===== config.mk =====
export PLATFORM = sky130hd
export DESIGN_NAME = ram_arbiter
export DESIGN_NICKNAME = d
export VERILOG_FILES = /design/src/rtl/ram_arbiter.sv
export SDC_FILE = /design/constraint.sdc
export NUM_CORES = 1
export LEC_CHECK = 0
export ABC_AREA = 1
export CAP_MARGIN = 20
export CORE_MARGIN = 3
export CORE_UTILIZATION = 38
export DETAILED_ROUTE_END_ITERATION = 10
export PLACE_DENSITY_LB_ADDON = 0.08
export SLEW_MARGIN = 20
export SYNTH_ARGS = -nofsm -noshare
export SYNTH_HDL_FRONTEND = slang
export SYNTH_SLANG_ARGS = --single-unit

===== constraint.sdc =====
create_clock -name clk -period 2 [get_ports clk]
set_input_delay 0.4 -clock clk [delete_from_list [all_inputs] [get_ports clk]]
set_output_delay 0.4 -clock clk [all_outputs]
set_load 0.05 [all_outputs]

===== src/rtl/ram_arbiter.sv =====
// Two-requester round-robin arbiter for a single-port synchronous RAM.
// Each access is one ISSUE cycle (RAM strobed) followed by one RESP cycle (ready pulse).
module ram_arbiter #(
  parameter int AW = 11,
  parameter int CW = 16
) (
  input  logic          clk,
  input  logic          resetn,
  input  logic          m0_valid,
  input  logic [AW-1:0] m0_addr,
  input  logic [31:0]   m0_wdata,
  input  logic [3:0]    m0_wstrb,
  output logic          m0_ready,
  output logic [31:0]   m0_rdata,
  input  logic          m1_valid,
  input  logic [AW-1:0] m1_addr,
  input  logic [31:0]   m1_wdata,
  input  logic [3:0]    m1_wstrb,
  output logic          m1_ready,
  output logic [31:0]   m1_rdata,
  output logic          ram_en,
  output logic [AW-1:0] ram_addr,
  output logic [31:0]   ram_wdata,
  output logic [3:0]    ram_we,
  input  logic [31:0]   ram_rdata,
  output logic          grant,
  output logic [CW-1:0] conflicts
);

  typedef enum logic [1:0] {
    ST_IDLE  = 2'd0,
    ST_ISSUE = 2'd1,
    ST_RESP  = 2'd2
  } state_t;

  state_t  r_state;
  logic    r_last_grant;

  logic    w_arb_valid;
  logic    w_arb_pick;
  logic    w_arb_conflict;
  logic    w_conflicts_sat;

  // In RESP the just-served requester is ignored, so only the other side can win.
  always_comb begin
    w_arb_valid    = 1'b0;
    w_arb_pick     = 1'b0;
    w_arb_conflict = 1'b0;
    case (r_state)
      ST_IDLE: begin
        w_arb_valid    = m0_valid | m1_valid;
        w_arb_conflict = m0_valid & m1_valid;
        if (w_arb_conflict) begin
          w_arb_pick = ~r_last_grant;
        end else begin
          w_arb_pick = m1_valid;
        end
      end
      ST_RESP: begin
        w_arb_pick = ~grant;
        if (grant) begin
          w_arb_valid    = m0_valid;
          w_arb_conflict = m0_valid & m1_valid;
        end else begin
          w_arb_valid    = m1_valid;
          w_arb_conflict = m1_valid & m0_valid;
        end
      end
      default: begin
        w_arb_valid    = 1'b0;
        w_arb_pick     = 1'b0;
        w_arb_conflict = 1'b0;
      end
    endcase
  end

  assign w_conflicts_sat = &conflicts;

  // Read data is steered straight from the RAM during the ready cycle and zeroed otherwise.
  assign m0_rdata = m0_ready ? ram_rdata : 32'h0000_0000;
  assign m1_rdata = m1_ready ? ram_rdata : 32'h0000_0000;

  // Arbitration FSM with registered grant, ready and RAM command outputs.
  always_ff @(posedge clk or negedge resetn) begin
    if (!resetn) begin
      r_state      <= ST_IDLE;
      r_last_grant <= 1'b1;
      grant        <= 1'b0;
      conflicts    <= '0;
      m0_ready     <= 1'b0;
      m1_ready     <= 1'b0;
      ram_en       <= 1'b0;
      ram_addr     <= '0;
      ram_wdata    <= 32'h0000_0000;
      ram_we       <= 4'h0;
    end else begin
      case (r_state)
        ST_ISSUE: begin
          r_state   <= ST_RESP;
          ram_en    <= 1'b0;
          ram_addr  <= '0;
          ram_wdata <= 32'h0000_0000;
          ram_we    <= 4'h0;
          m0_ready  <= ~grant;
          m1_ready  <= grant;
        end
        ST_IDLE, ST_RESP: begin
          m0_ready <= 1'b0;
          m1_ready <= 1'b0;
          if (w_arb_conflict && !w_conflicts_sat) begin
            conflicts <= conflicts + {{(CW-1){1'b0}}, 1'b1};
          end
          if (w_arb_valid) begin
            r_state      <= ST_ISSUE;
            grant        <= w_arb_pick;
            r_last_grant <= w_arb_pick;
            ram_en       <= 1'b1;
            ram_addr     <= w_arb_pick ? m1_addr  : m0_addr;
            ram_wdata    <= w_arb_pick ? m1_wdata : m0_wdata;
            ram_we       <= w_arb_pick ? m1_wstrb : m0_wstrb;
          end else begin
            r_state   <= ST_IDLE;
            ram_en    <= 1'b0;
            ram_addr  <= '0;
            ram_wdata <= 32'h0000_0000;
            ram_we    <= 4'h0;
          end
        end
        default: begin
          r_state   <= ST_IDLE;
          m0_ready  <= 1'b0;
          m1_ready  <= 1'b0;
          ram_en    <= 1'b0;
          ram_addr  <= '0;
          ram_wdata <= 32'h0000_0000;
          ram_we    <= 4'h0;
        end
      endcase
    end
  end

endmodule


==> results.ini, run 1 <==
[pwr]
switching_power_w=0.00546
power_density_nw_per_um2=1460
p_seq_share_pct=20.3
p_int_w=0.00515
switching_share_pct=51.4
comb_power_share_pct=69.2
p_leak_nw=3.66
peakVddDrop_mv=0.747
clockPowerShare_pct=10.5

[timing]
slew_violations=0
clock.fmax_mhz=522
worst_slack_ns=0.0836
worst_pin_slew_ns=0.553
finalSetupViolCount=0
setup-tns-final_ns=0
rsz0062_at_grt=false
fin_skew_ns=0.0107
slew_headroom_pct=63.0
post-route-period-util_pct=95.8
finalHoldViolations=0
period_minus_slack_ns=1.92
hold_slack_ns=0.0845

[drt]
dr.first_iter.drc_count=182
num_vias=4287
wirelength_um=14100
wire_per_inst_um=15.6
drtAntennaViolNets=0
vias_per_cell=4.74
drc=0
dr.pass1.iters=5

[global_route]
gr-total-overflow=0
grt_start_max_net_pins=70
grt_pass1_wl_um=22500
grt_pass1_vias=4240
antenna_found_initial=0
grt_usage_pct=26.0

[critical_path]
crit_chain=clkdlybuf4s50_1
rr_startpoint=conflicts[0]$_DFFE_PN0P_
crit_fanout=1
worstReg2RegEnd=conflicts[13]$_DFFE_PN0P_
required_ns=1.60
worst-r2r-cell-count=8
timing_worst_setup_path_type=register to primary output
slowest_stage=clkdlybuf4s50_1
critPathTopFamily=buffers and inverters
worstSetupStartpointType=register
worst_path_largest_cell_delay_ns=0.81
crit_buf_inv=1
rrSetupSlack_ns=0.33
end_kind=primary output
arrival_ns=1.52

[clock_tree]
clock-root-buffer=clkbuf_8
htree_levels=3
cts_sinks=69
cts_buffer_depth=2
numCtsBuffers=9
cts_tree=done
clock_latency_ns=0.34
ctsHoldBuffers=0
cts.clk_slew.worst_paths_ns=0.08

[logic_synthesis]
synth_area_sq_um=3690
synth_cell_types=25
avgSynthCellArea_sq_um=7.15
ys_seq_elements=69
netlist_instances=516
yosys_warnings=0
seq_area_frac_synth_pct=46.8
syn-num-nets=647

[floorplanning]
start_util_pct=39.6
die_w_um=105
dieHeight_um=105
rows=35
core-area_sq_um=9330
die_area_sq_um=10900
ios=261

[placed_design]
hpwl_um=11300
io_buffers=260
placed_cells=889
globalplace.congestion=0.883
dp_slack_ns=0.166

[job]
cap_violations=0

[layout]
layout_commonest_cell=clkdlybuf4s50_1
antenna-diode-count=0
nNetsFinal=902
final_cell_mix=175 x clkdlybuf4s50_1, 132 x nand2_1, 79 x inv_1, 69 x buf_12, 68 x dfrtp_1
seqCellArea_sq_um=1730
multi_input_area_sq_um=1520
area_delta_synth_final_pct=96.6
fin_cells=904
fillCellCount=684
drive_above_1_share_pct=15.7

[run_status]
outcome=finished clean

[min_path]
hold_class=input pin to asynchronous set/reset pin

-- cell type report --
type,instances,share of cell area [%]
flip-flops and latches,69,23.8
clock buffers,9,1.71
clock inverters,6,0.879
repair buffers,271,46.1
multi-input cells,336,21.0
inverters,84,4.35
well taps,129,2.22
-- power by group through the flow --
stage | registers, W | clock network [W] | logic, W
detailed placement | 0.00219 | 0 | 0.00736
finish | 0.00216 | 0.00112 | 0.00734
global placement | 0.00216 | 0 | 0.00727
floorplan | 0.00406 | 0 | 0.00237
CTS | 0.00216 | 0.00114 | 0.00738
global route | 0.00222 | 0.00120 | 0.00768
-- logic make-up after synthesis --
logic type / Yosys count / share of synthesized area, %
and+or+nand+nor: 227 / 25.2
buffers and inverters: 111 / 12.3
DFF: 69 / 46.8
AOI/OAI and AO/OA: 101 / 13.8
adders and majority gates: 1 / 0.339
xor gates and xnor gates: 7 / 1.66
-- routing by layer --
metal | vias up | track usage (%) | wire [um]
met3 | 26 | 6.61 | 1040
li1 | 2095 | - | -
met2 | 205 | 47.7 | 7550
met5 | - | 0 | 0
met1 | 1961 | 29.1 | 5140
met4 | 0 | 8.74 | 408
-- synth_stat cells, drive strengths merged --
cell	count	area share [%]
xnor2	7	1.7
nand2	136	14
nand4	7	1.2
clkbuf	11	1.1
dfstp	1	0.71
buf	16	2.6
nor2	69	7.4
dfrtp	68	46
o21ai	53	7.2
nand3	12	1.8
nor3	2	0.27
nand3b	1	0.20
o211ai	1	0.20
ha	1	0.34
a21oi	47	6.4
inv	84	8.5
-- through the flow --
stage / utilization [%] / cell area, sq um / power (W)
after floorplan: - / 3690 / 0.00643
after global placement: 75.8 / 7070 / 0.00943
after detailed placement: 75.8 / 7070 / 0.00955
after CTS: 77.8 / 7250 / 0.0107
after global routing: 77.8 / 7260 / 0.0111
final: 77.8 / 7260 / 0.0106
-- what timing repair did --
| action | 4_1_cts | 5_1_grt |
|---|---|---|
| setup buffers | 0 | 0 |
| endpoints found under the hold margin | 0 | 0 |
| gates resized for setup | 4 | 1 |
| endpoints found under the setup margin | 4 | 1 |
-- state kept, by name, summed over array words and instances, names as in the netlist --
| signal | count |
|---|---|
| ram_wdata | 32 |
| conflicts | 16 |
| ram_addr | 11 |
| ram_we | 4 |
| r_state | 2 |
| grant | 1 |
| m0_ready | 1 |
| m1_ready | 1 |
| r_last_grant | 1 |
-- how the worst max path moves through the flow --
stage	from	end	slack [ns]	depth (start not counted)
finish	ram_addr[4]$_DFF_PN0_	ram_addr[4]	0.08	1
global placement	m1_valid	ram_addr[4]$_DFF_PN0_	0.23	8
CTS	conflicts[14]$_DFFE_PN0P_	conflicts[14]	0.02	1
detailed placement	m1_valid	ram_addr[5]$_DFF_PN0_	0.17	8
floorplan	m0_ready$_DFF_PN0_	m0_rdata[10]	0.23	3
global route	ram_addr[4]$_DFF_PN0_	ram_addr[4]	0.03	1
Power figures use the tool's default switching activity.
==> run 2: changes to the inputs <==
- SKIP_LAST_GASP: unset -> 1
==> results of run 2 <==
The final DEF is identical to that of run 1; final timing and power are the same.
==> run 3: changes to the inputs <==
- CORE_MARGIN: 3 -> unset
- PLACE_DENSITY: unset -> 0.93
- PLACE_DENSITY_LB_ADDON: 0.08 -> unset
==> run 3 against run 2 <==
  * Worst hold slack worse by 0.050 ns
  * Clock power barely moved
  * Via count grew 3.5%
  * Setup slack gained 0.0033 ns
  * Register-to-register slack worse by 0.03 ns
  * Sequential share of layout area barely moved
  * Final cell count stayed put
  * Clock-buffer cell count up 1
  * Wire length fell by 3.9%
  * Sequential cell count did not move
  * Critical path type unchanged
  * Largest cell class unchanged
  * Largest power group unchanged
  * Highest routed layer unchanged
==> results.ini, run 3 (synthesis gave the netlist of run 1 again) <==
[clock_tree]
cts_resized=4
cts_tree=done
cts.clk_slew.worst_paths_ns=0.09
cts_buffer_depth=2
clock_latency_ns=0.34
htree_levels=3
ctsHoldBuffers=0
cts_setup_buffers=0
numCtsBuffers=9
clock-root-buffer=clkbuf_8
cts_sinks=69

[critical_path]
crit_buf_inv=1
worstSetupStartpointType=register
arrival_ns=1.51
timing_worst_setup_path_type=register to primary output
crit_chain=clkdlybuf4s50_1
slowest_stage=clkdlybuf4s50_1
worst_path_largest_cell_delay_ns=0.82
critPathTopFamily=buffers and inverters
crit_fanout=1
end_kind=primary output
required_ns=1.60

[drt]
drc=0
vias_per_cell=4.91
drtAntennaViolNets=0
dr.pass1.iters=4
num_vias=4437
wire_per_inst_um=15.0
dr.first_iter.drc_count=162
wirelength_um=13600

[run_status]
outcome=finished clean

[pwr]
finalPower_w=0.0106
power_density_nw_per_um2=1470
peakVddDrop_mv=0.758
p_leak_nw=3.65

[placed_design]
io_buffers=260
dp_slack_ns=0.0755
placed_cells=888
placed_area_sq_um=7070
globalplace.congestion=0.884
hpwl_um=10900

[timing]
worst_pin_slew_ns=0.550
finalHoldViolations=0
clock.fmax_mhz=523
period_minus_slack_ns=1.91
worst_slack_ns=0.0869
setup-tns-final_ns=0
slew_headroom_pct=63.2
post-route-period-util_pct=95.7
rsz0062_at_grt=false
fin_skew_ns=0.0215
finalSetupViolCount=0
slew_violations=0

[floorplanning]
core-area_sq_um=9330
dieHeight_um=101
rows=35
die_w_um=101
start_util_pct=39.6
ios=261
die_area_sq_um=10100

[layout]
layout_commonest_cell=clkdlybuf4s50_1
antenna-diode-count=0
largest_reg_flops=32
top_register=ram_wdata
nNetsFinal=901
biggestRegsByFlops=ram_wdata (32), conflicts (16), ram_addr (11)
fin_area_sq_um=7250
drive_above_1_share_pct=16.1
final_cell_mix=172 x clkdlybuf4s50_1, 132 x nand2_1, 79 x inv_1, 70 x buf_12, 68 x dfrtp_1
fin_cells=904
area_delta_synth_final_pct=96.5

[job]
cap_violations=0

[global_route]
antenna_found_initial=0
grt_util_met3_pct=7.91
met2_usage_pct=54.0
grt_usage_pct=27.4
grt_start_max_net_pins=51
grt.busiest_layer=met2
grt_pass1_vias=4494
grt_use_met1_pct=26.9
grt_pass1_wl_um=21500
gr-total-overflow=0

[min_path]
hold_class=input pin to asynchronous set/reset pin

## run 3: changes by cell type in the layout (fill, tap and decap cells not counted)
| cell | change |
|---|---|
| clkdlybuf4s50_1 | -3 |
| clkinvlp_4 | -1 |
| buf_4 | +2 |
| clkinv_4 | +2 |
| clkbuf_1 | +1 |
| dlymetal6s2s_1 | -1 |
| buf_12 | +1 |
| inv_6 | -1 |
## run 3: final cells by class
| class | instances | area, sq um |
|---|---|---|
| repair buffers | 270 | 3340 |
| fillers | 592 | 2070 |
| flip-flops and latches | 69 | 1730 |
| multi-input cells | 336 | 1520 |
| inverters | 84 | 315 |
| well taps | 129 | 161 |
| clock buffers | 10 | 128 |
| clock inverters | 6 | 65.1 |
## run 3: path summary, 6_finish.rpt
check                                               from                        end  slack [ns]  cells past startpoint
worst max-delay path             ram_wdata[10]$_DFF_PN0_              ram_wdata[10]        0.09                      1
worst min-delay path                              resetn  conflicts[10]$_DFFE_PN0P_        0.03                      1
worst max register to register  conflicts[0]$_DFFE_PN0P_   conflicts[9]$_DFFE_PN0P_        0.30                      8
worst min register to register  r_last_grant$_DFFE_PN1P_   r_last_grant$_DFFE_PN1P_        0.50                      2
max in group asynchronous                         resetn      ram_addr[8]$_DFF_PN0_        1.34                      2
min in group clk                r_last_grant$_DFFE_PN1P_   r_last_grant$_DFFE_PN1P_        0.50                      2
## run 3: report_power, final
| part | leakage, nW | switching [W] | total, W | internal [W] |
|---|---|---|---|---|
| registers | 0.903 | 0.000245 | 0.00218 | 0.00193 |
| logic | 2.65 | 0.00469 | 0.00733 | 0.00264 |
| clock network | 0.0962 | 0.000545 | 0.00112 | 0.000577 |
| total | 3.65 | 0.00548 | 0.0106 | 0.00515 |
## run 3: per-layer routing
metal	up-vias	share of wire, %
met4	0	3.2
met3	42	8.2
met5	-	0
li1	2097	-
met1	2057	33
met2	241	56
## run 3: worst register-to-register path, delay by kind of cell, from the launching register on
family,cells,cell delay [ns]
adder cells (fa/ha/maj),1,0.25
buffers and inverters,1,0.13
flip-flops,1,0.46
AND/OR/NAND/NOR,6,0.77
## run 3: through the flow
step	hold slack, ns	utilization (%)
6_report	0.0342	77.8
5_1_grt	0.0535	77.8
4_1_cts	0.0359	77.8
3_5_place_dp	0.417	75.7
3_3_place_gp	0.406	75.7
2_1_floorplan	0.104	-
